$ cat config.mk
export PLATFORM = sky130hd
export DESIGN_NAME = hazard_unit
export DESIGN_NICKNAME = d
export VERILOG_FILES = /design/src/rtl/hazard_unit.sv
export SDC_FILE = /design/constraint.sdc
export NUM_CORES = 1
export LEC_CHECK = 0
export CELL_PAD_IN_SITES_DETAIL_PLACEMENT = 1
export CELL_PAD_IN_SITES_GLOBAL_PLACEMENT = 2
export CORE_MARGIN = 5
export CORE_UTILIZATION = 29
export DETAILED_ROUTE_END_ITERATION = 12
export PLACE_DENSITY_LB_ADDON = 0.1
export RECOVER_POWER = 25
export SYNTH_ARGS = -nofsm -noshare
export SYNTH_HDL_FRONTEND = slang
export SYNTH_SLANG_ARGS = --single-unit
$ cat constraint.sdc
create_clock -name clk -period 2.77 [get_ports clk]
set_clock_uncertainty 0.2 [all_clocks]
set_input_delay 0.831 -clock clk [delete_from_list [all_inputs] [get_ports clk]]
set_output_delay 0.831 -clock clk [all_outputs]
set_load 0.01 [all_outputs]
$ cat src/rtl/hazard_unit.sv
// Pipeline hazard controller for the 5-stage RV32I core: load-use stall, branch flush,
// EX operand forwarding selects, and saturating stall/flush event counters.
module hazard_unit #(
    parameter int CNT_W = 16
) (
    input  logic             clk,
    input  logic             reset,
    input  logic [31:0]      instruction_IFID_in,
    input  logic             RegWEn_ID,
    input  logic [1:0]       WBsel_ID,
    input  logic             PCSel,
    output logic             stall_IF,
    output logic             flush_IFID,
    output logic             flush_IDEX,
    output logic [1:0]       fwdA_sel,
    output logic [1:0]       fwdB_sel,
    output logic [CNT_W-1:0] stall_count,
    output logic [CNT_W-1:0] flush_count
);

    localparam logic [6:0] OP_LUI    = 7'b0110111;
    localparam logic [6:0] OP_AUIPC  = 7'b0010111;
    localparam logic [6:0] OP_JAL    = 7'b1101111;
    localparam logic [6:0] OP_RTYPE  = 7'b0110011;
    localparam logic [6:0] OP_STORE  = 7'b0100011;
    localparam logic [6:0] OP_BRANCH = 7'b1100011;
    localparam logic [CNT_W-1:0] CNT_ONE = {{(CNT_W-1){1'b0}}, 1'b1};
    localparam logic [CNT_W-1:0] CNT_MAX = {CNT_W{1'b1}};

    logic       r_exValid, r_exRegwen, r_exLoad, r_exUse1, r_exUse2;
    logic [4:0] r_exRd, r_exRs1, r_exRs2;
    logic       r_memValid, r_memRegwen, r_memLoad;
    logic [4:0] r_memRd;
    logic       r_wbValid, r_wbRegwen, r_wbLoad;
    logic [4:0] r_wbRd;
    logic [CNT_W-1:0] r_stallCount, r_flushCount;

    logic [6:0] w_opcode;
    logic [4:0] w_rd, w_rs1, w_rs2;
    logic       w_useRs1, w_useRs2, w_loadUse, w_flushIDEX;
    logic       w_unusedBits;

    assign w_opcode = instruction_IFID_in[6:0];
    assign w_rd     = instruction_IFID_in[11:7];
    assign w_rs1    = instruction_IFID_in[19:15];
    assign w_rs2    = instruction_IFID_in[24:20];
    assign w_useRs1 = !(w_opcode == OP_LUI || w_opcode == OP_AUIPC || w_opcode == OP_JAL);
    assign w_useRs2 = (w_opcode == OP_RTYPE) || (w_opcode == OP_STORE) || (w_opcode == OP_BRANCH);

    // Load-use: the load in EX cannot supply its data until WB, so the ID consumer must wait a cycle.
    assign w_loadUse = r_exValid && r_exRegwen && r_exLoad && (r_exRd != 5'd0) &&
                       ((w_useRs1 && (w_rs1 == r_exRd)) || (w_useRs2 && (w_rs2 == r_exRd)));
    assign w_flushIDEX = PCSel || w_loadUse;

    // Funct fields and the older stages' load flags carry no hazard information.
    assign w_unusedBits = ^{instruction_IFID_in[31:25], instruction_IFID_in[14:12], r_memLoad, r_wbLoad};

    function automatic logic [1:0] fwdSelect(
        input logic       useRs,
        input logic [4:0] rs,
        input logic       memValid,
        input logic       memRegwen,
        input logic [4:0] memRd,
        input logic       wbValid,
        input logic       wbRegwen,
        input logic [4:0] wbRd
    );
        logic [1:0] sel;
        sel = 2'b00;
        if (useRs && memValid && memRegwen && (memRd != 5'd0) && (memRd == rs)) begin
            sel = 2'b01;
        end else if (useRs && wbValid && wbRegwen && (wbRd != 5'd0) && (wbRd == rs)) begin
            sel = 2'b10;
        end
        return sel;
    endfunction

    assign flush_IFID = !reset && PCSel;
    assign flush_IDEX = !reset && w_flushIDEX;
    assign stall_IF   = !reset && w_loadUse && !PCSel;
    assign fwdA_sel   = reset ? 2'b00 : fwdSelect(r_exUse1, r_exRs1, r_memValid, r_memRegwen, r_memRd,
                                                  r_wbValid, r_wbRegwen, r_wbRd);
    assign fwdB_sel   = reset ? 2'b00 : fwdSelect(r_exUse2, r_exRs2, r_memValid, r_memRegwen, r_memRd,
                                                  r_wbValid, r_wbRegwen, r_wbRd);

    always_ff @(posedge clk) begin
        if (reset) begin
            {r_exValid, r_exRegwen, r_exLoad, r_exUse1, r_exUse2} <= '0;
            {r_exRd, r_exRs1, r_exRs2} <= '0;
            {r_memValid, r_memRegwen, r_memLoad, r_memRd} <= '0;
            {r_wbValid, r_wbRegwen, r_wbLoad, r_wbRd} <= '0;
        end else begin
            {r_wbValid, r_wbRegwen, r_wbLoad, r_wbRd}     <= {r_memValid, r_memRegwen, r_memLoad, r_memRd};
            {r_memValid, r_memRegwen, r_memLoad, r_memRd} <= {r_exValid, r_exRegwen, r_exLoad, r_exRd};
            // A bubble clears every field so stale sources never drive forwarding.
            if (w_flushIDEX) begin
                {r_exValid, r_exRegwen, r_exLoad, r_exUse1, r_exUse2} <= '0;
                {r_exRd, r_exRs1, r_exRs2} <= '0;
            end else begin
                r_exValid  <= 1'b1;
                r_exRegwen <= RegWEn_ID;
                r_exLoad   <= (WBsel_ID == 2'b00);
                r_exUse1   <= w_useRs1;
                r_exUse2   <= w_useRs2;
                r_exRd     <= w_rd;
                r_exRs1    <= w_rs1;
                r_exRs2    <= w_rs2;
            end
        end
    end

    always_ff @(posedge clk) begin
        if (reset) begin
            r_stallCount <= '0;
            r_flushCount <= '0;
        end else begin
            if (stall_IF && (r_stallCount != CNT_MAX)) begin
                r_stallCount <= r_stallCount + CNT_ONE;
            end
            if (flush_IFID && (r_flushCount != CNT_MAX)) begin
                r_flushCount <= r_flushCount + CNT_ONE;
            end
        end
    end

    assign stall_count = r_stallCount;
    assign flush_count = r_flushCount;

endmodule

==> flow_summary.ini <==
[global_routing]
grt_use_total_pct = 14.69
pin_count_of_the_biggest_net_entering_global_routing = 28
global_route.usage.met3_pct = 4.094
met2_usage_in_global_routing_pct = 23.62
first_global_vias = 2994
antenna_violations_before_repair = 0
global_route.overflow_total = 0
grt_pass1_wl_mm = 14.86
grt-busiest-layer = met2
grt.met1_usage_pct = 19.36

[setup_path]
critical-path-max-stage-delay_ps = 290
timing.critical_path.required_ps = 1740
timing.critical_path.buf_inv = 2
timing.critical_path.max_delay_family = simple AND/OR/NAND/NOR gates
worst_r2r_endpoint = stall_count[5]
timing.critical_path.cells = buf_6, and3_4, o2111a_2, nor3_4, or2_4, a21oi_4, nor2_2, buf_2
path_class = in2out
cpMaxStageDelayCell = sky130_fd_sc_hd__o2111a_2
cp-endpoint = flush_IDEX
rrSetupSlack_ps = 240
timing.reg2reg.worst_path_depth = 10
cp.depth = 8
worst-endpoint-arrival_ps = 2010
crit_path_max_fanout = 2
r2r-start = r_exRd[0]
critical_path.endpoint_type = output pin
crit_start = instruction_IFID_in[5]
setup.worst_path.start_class = input port

[synth]
syn_nets = 362
synthesis.instances = 322
post-synth-top-area-fraction_pct = 44.94
synthTopCellsByCount = sky130_fd_sc_hd__dfxtp_1, sky130_fd_sc_hd__xor2_1, sky130_fd_sc_hd__nor2_1
synth-edff-count = 0
postSynthRegisterBits = 66
async_reset_ff_share_pct = 0
yosys_warnings = 0
synth.avg_cell_area_um2 = 9.131
post-synth-top-count-cell = sky130_fd_sc_hd__dfxtp_1
share_of_the_yosys_chip_area_belonging_to_registers_pct = 44.94
synthTopCellsByArea = sky130_fd_sc_hd__dfxtp_1, sky130_fd_sc_hd__xor2_1, sky130_fd_sc_hd__nor2b_1
netlist_area_um2 = 2940
netlist.top_cell.by_area = sky130_fd_sc_hd__dfxtp_1
synthFlopType = sky130_fd_sc_hd__dfxtp_1
synth.distinct_cells = 41

[clocking]
cts-hold-fix-buffers = 0
cts.sink_count = 66
clockBufferDepth = 2
cts.reportedPaths.clkPinSlew_ps = 70
clock_insertion_delay_at_the_later_pin_of_the_skew_report_ps = 340
cts_inserted_buffers = 9
tritoncts = built
cts_h_tree_depth = 3
cts.root.buffer_cell = sky130_fd_sc_hd__clkbuf_8

[routing]
routed_wirelength_normalized_by_instance_count_um = 15.06
routed_wirelength_mm = 8.732
drtIter0Drc = 66
drtPass1Iterations = 4
drt.antenna.violating_nets = 0
vias = 2735
post-route-drc-count = 0
via_per_inst = 4.716

[timing]
worst_slew_margin_rel_pct = 66.02
tightest_slew_ps = 509.7
finalWorstSetupSlack_ps = -273.8
timing_hold_violations_final = 0
layout_worst_path_cycle_share_pct = 109.9
maxSlewViolCount = 0
unrepaired_setup_endpoints_after_global_routing = yes
setup_viols_final = 6
clock.fmax_ghz = 0.3285
timing.final.crit_period_ps = 3044

[placed_design]
dp.final_hpwl_mm = 6.317
placed_cells = 545
io_buf_count = 66
globalplace.congestion = 0.7564
placedInstanceArea_um2 = 4040

[final_layout]
antennaDiodeCount = 0
final_nets = 482
final_layout_size_suffix_gt1_share_pct = 29.31
post_layout_nonfiller_instances = 580
syn_to_final_growth_pct = 54.30
final_area_um2 = 4537
postLayoutCoreUtil_pct = 46.20

[floorplanning]
fp.dieW_um = 110.7
initial_core_util_pct = 29.94
floorplan.rows = 36
floorplan.die.height_um = 110.7
core_region_area_um2 = 9819
num_io_pins = 77
design.die.area_um2 = 12250

[pwr]
total_leakage_power_nw = 1.837
report.power.total_mw = 2.011
power.ir.vdd_worst_mv = 0.1694
p_per_cell_area_nw_per_um2 = 443.2

[outcome]
failed_checks = setup timing
run_status = complete, but fails checks

[min_path]
hold_path_depth = 1
min-delay-path-class = reg2reg

[job]
max_cap_viol_count = 0
[logic make-up after synthesis]
group,synth area share (%)
multiplexers,1.745
buffers and inverters,1.957
adder cells (fa/ha/maj),0.8509
flip-flops,44.94
XOR/XNOR,13.11
AO/OA/AOI/OAI,7.999
AND/OR/NAND/NOR,29.40
[routing by layer]
layer	vias to the layer above	wire length [µm]
li1	1367	-
met1	1310	4200
met2	51	4151
met3	7	315
met4	0	65
met5	-	0
[final cells by class]
type	count	area, µm²
Tap cell	133	166.4
Inverter	4	15.01
Sequential cell	66	1326
Clock buffer	9	123.9
Multi-Input combinational cell	241	1764
Timing Repair Buffer	120	1064
Fill cell	1185	5283
Clock inverter	7	77.57
[flip-flops by register name, indices dropped and copies added, names as in the netlist]
signal and flops:
flush_count 16, r_exLoad 1, r_exRd 5, r_exRegwen 1
r_exRs1 5, r_exRs2 5, r_exUse1 1, r_exUse2 1
r_exValid 1, r_memRd 5, r_memRegwen 1, r_memValid 1
r_wbRd 5, r_wbRegwen 1, r_wbValid 1, stall_count 16
[how the worst min path moves through the flow]
stage                 endpoint  slack (ps)        start
global placement     r_wbValid         260   r_memValid
CTS                  r_wbValid         270   r_memValid
detailed placement   r_wbValid         270   r_memValid
finish               r_wbValid         270   r_memValid
floorplan           r_wbRegwen         240  r_memRegwen
global route         r_wbValid         300   r_memValid
[timing repair]
action	CTS	global route
gates resized for setup	98	46
setup endpoints to repair	21	9
endpoints found under the hold margin	0	0
pin swaps	20	28
setup buffers	21	3
[placed cells by master (no fill, tap or decap), types with 12 or more instances in the layout]
master / instances
sky130_fd_sc_hd__xor2_1: 27
sky130_fd_sc_hd__and2_1: 18
sky130_fd_sc_hd__buf_6: 18
sky130_fd_sc_hd__nand4_1: 13
sky130_fd_sc_hd__nor2_1: 24
sky130_fd_sc_hd__buf_4: 40
sky130_fd_sc_hd__clkdlybuf4s50_1: 40
sky130_fd_sc_hd__a21oi_1: 12
sky130_fd_sc_hd__nor2b_1: 20
sky130_fd_sc_hd__dfxtp_1: 62
[worst register-to-register path, cell delays in order, from the launching register on]
cell	delay (ps)
sky130_fd_sc_hd__dfxtp_1	430
sky130_fd_sc_hd__buf_4	190
sky130_fd_sc_hd__xnor2_2	130
sky130_fd_sc_hd__nand3_2	140
sky130_fd_sc_hd__buf_4	160
sky130_fd_sc_hd__buf_4	120
sky130_fd_sc_hd__nor4_1	260
sky130_fd_sc_hd__buf_4	170
sky130_fd_sc_hd__a21o_1	130
sky130_fd_sc_hd__and3_1	190
sky130_fd_sc_hd__mux2_4	300
[where the power goes]
group	total [mW]	internal, mW	switching, mW
Clock	0.828	0.422	0.406
Combinational	0.197	0.111	0.0857
Sequential	0.986	0.967	0.0189
Total	2.01	1.50	0.511
[metrics by stage]
stage | worst slack (ps) | hold WS (ps) | setup TNS, ps
global route | -351.6 | 297.7 | -1616
global placement | -1141 | 260.3 | -13860
detailed placement | -1157 | 265.1 | -14850
finish | -273.8 | 271.9 | -758.5
floorplan | -23.85 | 238.4 | -23.85
CTS | -303.4 | 274.7 | -1255
Power figures use the tool's default switching activity.
